===== config.mk =====
export PLATFORM = sky130hd
export DESIGN_NAME = instr_fetch_unit
export DESIGN_NICKNAME = d
export VERILOG_FILES = /design/src/rtl/instr_fetch_unit_pkg.sv /design/src/rtl/fetch_pc_gen.sv /design/src/rtl/instr_fetch_unit.sv
export SDC_FILE = /design/constraint.sdc
export NUM_CORES = 1
export LEC_CHECK = 0
export ABC_CLOCK_PERIOD_IN_PS = 4000
export BUFFER_PORTS_ARGS = -buffer_cell sky130_fd_sc_hd__buf_2
export CORE_MARGIN = 2
export CORE_UTILIZATION = 55
export CTS_CLUSTER_SIZE = 28
export DETAILED_ROUTE_END_ITERATION = 8
export PLACE_DENSITY = 0.84
export SLEW_MARGIN = 20
export SYNTH_ARGS = -nofsm -noshare
export SYNTH_HDL_FRONTEND = slang
export SYNTH_SLANG_ARGS = --single-unit
export TNS_END_PERCENT = 20

===== constraint.sdc =====
create_clock -name clk -period 4 [get_ports clk]
set_input_delay 0.2 -clock clk [delete_from_list [all_inputs] [get_ports clk]]
set_output_delay 0.2 -clock clk [all_outputs]
set_load 0.05 [all_outputs]

===== src/rtl/instr_fetch_unit_pkg.sv =====
// Shared constants and types for the RV32I instruction fetch front-end.
package instr_fetch_unit_pkg;

  // addi x0, x0, 0
  localparam logic [31:0] RV32_NOP = 32'h0000_0013;

  typedef enum logic [1:0] {
    S_REQ  = 2'd0,
    S_WAIT = 2'd1,
    S_HOLD = 2'd2
  } if_state_e;

endpackage


===== src/rtl/fetch_pc_gen.sv =====
// Program counter register with +4 incrementer and redirect mux.
module fetch_pc_gen #(
  parameter logic [31:0] RESET_PC = 32'h0000_0000
) (
  input  logic        clk,
  input  logic        rst_n,
  input  logic        advance,
  input  logic        redirect,
  input  logic [31:0] redirect_pc,
  output logic [31:0] pc,
  output logic [31:0] pc_plus4
);

  logic [31:0] pc_q;
  logic        unused_lsbs;

  // Targets are always word aligned; the low bits are dropped.
  assign unused_lsbs = ^redirect_pc[1:0];

  assign pc       = pc_q;
  assign pc_plus4 = pc_q + 32'd4;

  // PC update: redirect wins over sequential advance.
  always_ff @(posedge clk or negedge rst_n) begin
    if (!rst_n) begin
      pc_q <= RESET_PC;
    end else if (redirect) begin
      pc_q <= {redirect_pc[31:2], 2'b00};
    end else if (advance) begin
      pc_q <= pc_plus4;
    end
  end

endmodule


===== src/rtl/instr_fetch_unit.sv =====
// Instruction fetch stage: single-outstanding imem fetch FSM feeding an IF/ID register.
module instr_fetch_unit
  import instr_fetch_unit_pkg::*;
#(
  parameter logic [31:0] RESET_PC  = 32'h0000_0000,
  parameter logic [31:0] NOP_INSTR = RV32_NOP
) (
  input  logic        clk,
  input  logic        rst_n,
  output logic        imem_req_valid,
  input  logic        imem_req_ready,
  output logic [31:0] imem_req_addr,
  input  logic        imem_rsp_valid,
  input  logic [31:0] imem_rsp_data,
  input  logic        redirect_valid,
  input  logic [31:0] redirect_pc,
  input  logic        stall,
  output logic        if_valid,
  output logic [31:0] if_pc,
  output logic [31:0] if_instr,
  output logic [31:0] if_pc_plus4
);

  if_state_e   state_q, state_d;
  logic        kill_q, kill_d;
  logic [31:0] hold_q, hold_d;
  logic        req_en_q;
  logic        req_fire;
  logic        slot_free;
  logic        load;
  logic [31:0] load_data;
  logic [31:0] pc;
  logic [31:0] pc_plus4;

  fetch_pc_gen #(
    .RESET_PC (RESET_PC)
  ) u_pc_gen (
    .clk         (clk),
    .rst_n       (rst_n),
    .advance     (load),
    .redirect    (redirect_valid),
    .redirect_pc (redirect_pc),
    .pc          (pc),
    .pc_plus4    (pc_plus4)
  );

  // Requests are held off until the first clock after reset release.
  assign imem_req_valid = req_en_q && (state_q == S_REQ);
  assign imem_req_addr  = pc;
  assign req_fire       = imem_req_valid && imem_req_ready;
  assign slot_free      = !if_valid || !stall;

  // Next-state logic; a redirect kills or drops whatever is in flight.
  always_comb begin
    state_d   = state_q;
    kill_d    = kill_q;
    hold_d    = hold_q;
    load      = 1'b0;
    load_data = hold_q;
    unique case (state_q)
      S_REQ: begin
        if (req_fire) begin
          state_d = S_WAIT;
          kill_d  = redirect_valid;
        end
      end
      S_WAIT: begin
        if (imem_rsp_valid) begin
          if (kill_q || redirect_valid) begin
            kill_d  = 1'b0;
            state_d = S_REQ;
          end else if (slot_free) begin
            load      = 1'b1;
            load_data = imem_rsp_data;
            state_d   = S_REQ;
          end else begin
            hold_d  = imem_rsp_data;
            state_d = S_HOLD;
          end
        end else if (redirect_valid) begin
          kill_d = 1'b1;
        end
      end
      S_HOLD: begin
        if (redirect_valid) begin
          state_d = S_REQ;
        end else if (!stall) begin
          load    = 1'b1;
          state_d = S_REQ;
        end
      end
      default: state_d = S_REQ;
    endcase
  end

  // FSM, kill flag, hold buffer and request enable registers.
  always_ff @(posedge clk or negedge rst_n) begin
    if (!rst_n) begin
      state_q  <= S_REQ;
      kill_q   <= 1'b0;
      hold_q   <= 32'h0;
      req_en_q <= 1'b0;
    end else begin
      state_q  <= state_d;
      kill_q   <= kill_d;
      hold_q   <= hold_d;
      req_en_q <= 1'b1;
    end
  end

  // IF/ID register: redirect flushes even under stall; otherwise stall holds.
  always_ff @(posedge clk or negedge rst_n) begin
    if (!rst_n) begin
      if_valid    <= 1'b0;
      if_pc       <= 32'h0;
      if_instr    <= NOP_INSTR;
      if_pc_plus4 <= 32'h0;
    end else if (redirect_valid) begin
      if_valid <= 1'b0;
      if_instr <= NOP_INSTR;
    end else if (load) begin
      if_valid    <= 1'b1;
      if_pc       <= pc;
      if_instr    <= load_data;
      if_pc_plus4 <= pc_plus4;
    end else if (!stall) begin
      if_valid <= 1'b0;
      if_instr <= NOP_INSTR;
    end
  end

endmodule

==> metrics.md <==
| Metric | Value |
|---|---|
| Worst Setup Path Type | register to register |
| Post-synthesis cell count | 699 |
| Post-synth top flop | dfrtp_1 |
| Cell Count Post-Placement | 1,027 |
| Top cells by area, synth | dfrtp_1, nand2_1, o21ai_0, mux2_2, mux2i_1 |
| F_max | 0.386 GHz |
| I/O Buffers | 191 |
| TritonCTS Buffers | 17 |
| Clock transition at the registers of the reported paths | 0.06 ns |
| Sequential share of the synthesized area | 55.3% |
| Flops & latches, synth | 159 |
| Detail Placement HPWL | 12.1 mm |
| Min cycle time layout | 2.59 ns |
| Relative slew slack | 34.0% |
| CP required | 4.35 ns |
| Via count | 5,825 |
| Worst-margin pin slew | 0.988 ns |
| CTS tree | yes |
| Top-area cell type share of the netlist area | 54.2% |
| IO Count | 200 |
| Synth-to-layout area growth | 23.5% |
| Antenna violations before repair | 2 |
| Most common cell in the netlist | nand2_1 |
| R2r setup slk | 1.41 ns |
| Number of global-route vias before repair | 5,729 |
| Largest net degree at the start of global routing | 89 |
| # hold bufs at CTS | 1 |
| Wire per inst | 16.7 um |
| Layout cells sized above 1 | 31.0% |
| Post-synth cell types | 48 |
| Power Dens Cells | 735 nW/um^2 |
| Yosys Warn Count | 0 |
| CP max FO | 34 |
| Hold WS | 0.0201 ns |
| Final period util | 64.7% |
| Site row count | 41 |
| CP endpoint kind | register |
| CP max-delay cell | nor4bb_1 |
| Number of synthesized flops with an enable pin | 0 |
| DR iter-0 viols | 500 |
| Cell taking the most area after synthesis | dfrtp_1 |
| DRC | 0 |
| Die height | 118 um |
| Pleak | 0.00442 uW |
| Hold crit path type | primary input to register |
| Clk_lat worst skew | 0.42 ns |
| First-pass DRT Iterations | 5 |
| CP arrival | 2.94 ns |
| CP startpoint kind | register |
| RSZ-0062 raised after global routing | no |
| Routed wire length | 17.8 mm |
| CTS Root Buffer Type | clkbuf_16 |
| # Post-CTS Setup Buffers | 0 |
| Starting Density | 56.6% |
| Clk buf depth | 2 |
| Clk sinks | 159 |
| Clock skew | 0.00616 ns |
| First-pass GRT wire length | 29.0 mm |
| GP Congestion | 0.829 |
| Top cells by count, synth | nand2_1, dfrtp_1, o21ai_0 |
| Grt total ovfl | 0 |
| Die area | 14,000 sq um |
| Max Transition Viols Final | 0 |
| Critical-path cell list | inv_1, ha_1, nor4bb_1, a21o_1, buf_4, nand2_1, nor2_1, a221o_1 |
| Core area | 12,700 sq um |
| Number of vias per cell | 5.49 |
| CP max stage delay | 0.52 ns |
| ANT nets after route | 0 |
| Final nets | 950 |
| Final setup viols | 0 |
| Syn_area_per_cell | 10.3 sq um |
| Synth async-reset ratio | 100% |
| Final cell count without fillers | 1,061 |
| Final hold violations | 0 |
| Total negative slack | 0 ns |
| Peak VDD IR | 0.000381 V |
| Max Cap Violations | 0 |
| Syn Std Cell Area | 7210 sq um |
| All-Layer GR Usage | 25.9% |
| Number of H-tree levels | 4 |
| CTS resizes | 0 |
| Die width | 118 um |
| Status | finished clean |
[sequential cells by signal (all words and copies together), names as in the netlist]
register     flops
hold_q          32
if_instr        32
if_pc           30
if_pc_plus4     30
u_pc_gen.pc     30
state_q          2
if_valid         1
kill_q           1
req_en_q         1
[final cells by class]
class	instances	area, sq um
Sequential cell	159	3980
Fill cell	993	3820
Multi-Input combinational cell	484	2980
Timing Repair Buffer	203	1050
Clock buffer	25	465
Tap cell	172	215
Clock inverter	7	163
Inverter	10	37.5
Antenna cell	1	2.50
[power by group]
group | total, uW | internal [uW] | switching (uW) | leakage (uW)
registers | 2310 | 2010 | 303 | 0.00207
clock network | 1730 | 1120 | 609 | 0.000300
logic | 2490 | 586 | 1910 | 0.00205
total | 6540 | 3720 | 2820 | 0.00442
[layout by cell type (no fill, tap or decap), types with 3 or more instances in the layout]
| cell type | netlist | layout |
|---|---|---|
| nand4_1 | 12 | 12 |
| a21o_1 | 5 | 5 |
| o21ai_0 | 83 | 83 |
| nand2_1 | 168 | 168 |
| nand3_1 | 14 | 14 |
| a22oi_1 | 13 | 13 |
| a21oi_1 | 7 | 7 |
| mux2i_1 | 31 | 31 |
| dfrtp_1 | 156 | 156 |
| nor3_1 | 8 | 8 |
| xnor2_1 | 13 | 13 |
| conb_1 | 2 | 7 |
| and3_1 | 4 | 4 |
| nor2b_1 | 3 | 3 |
| nor4_1 | 3 | 3 |
| a221o_1 | 12 | 12 |
| dfstp_2 | 3 | 3 |
| mux2_2 | 33 | 33 |
| ha_1 | 5 | 5 |
| inv_1 | 10 | 10 |
| bufinv_16 | 0 | 5 |
| clkbuf_1 | 14 | 7 |
| buf_2 | 29 | 190 |
| xor2_1 | 14 | 14 |
| buf_4 | 7 | 11 |
| a32oi_1 | 3 | 3 |
| o21ai_1 | 3 | 3 |
| clkbuf_16 | 0 | 17 |
| nor2_1 | 19 | 18 |
[kinds of logic (layout without fill, tap and decap cells)]
logic type	count (synthesis)	count (layout)	share of synthesized area [%]
flops	159	159	55.3
mux	64	64	9.46
buf+inv	61	245	4.05
xor+xnor	27	27	3.28
compound gates	138	138	11.8
fa+ha+maj	5	5	0.868
other cells	2	8	0.104
simple gates	243	243	15.2
[path summary, 6_finish.rpt]
| kind | from | endpoint | cells after the start |
|---|---|---|---|
| max | state_q[1]$_DFFE_PN0P_ | u_pc_gen.pc[14]$_DFFE_PN0P_ | 8 |
| min | redirect_pc[31] | u_pc_gen.pc[31]$_DFFE_PN0P_ | 2 |
| max reg2reg | state_q[1]$_DFFE_PN0P_ | u_pc_gen.pc[14]$_DFFE_PN0P_ | 8 |
| min reg2reg | if_instr[4]$_DFFE_PN1P_ | if_instr[4]$_DFFE_PN1P_ | 2 |
| max in group asynchronous | rst_n | if_pc_plus4[17]$_DFFE_PN0P_ | 3 |
| min in group asynchronous | rst_n | if_pc_plus4[4]$_DFFE_PN0P_ | 2 |
[per-layer routing]
layer | vias to the layer above | GRT usage (%) | part of all wire, %
met2 | 238 | 40.3 | 46
met1 | 2805 | 33.8 | 42
met5 | - | 0 | 0
met4 | 0 | 9.08 | 1.9
met3 | 29 | 9.17 | 9.2
li1 | 2753 | - | -
[through the flow]
step	instance area (sq um)	util, %	total power, uW	setup slack (ns)
final	8900	69.9	6540	1.41
after global routing	8900	69.9	6840	1.27
after CTS	8900	69.9	6580	1.42
after detailed placement	8260	64.9	4830	1.38
after global placement	8260	64.9	4770	1.42
after floorplan	7230	-	4180	1.82
[worst max-delay path: cells and delay by family (launching register included)]
| family | cells | cell delay [ns] |
|---|---|---|
| AO/OA/AOI/OAI | 2 | 0.48 |
| adder cells (fa/ha/maj) | 1 | 0.36 |
| buffers and inverters | 2 | 0.53 |
| flip-flops | 1 | 0.37 |
| AND/OR/NAND/NOR | 3 | 0.76 |
Note: power is estimated with default switching activity, not from simulation.
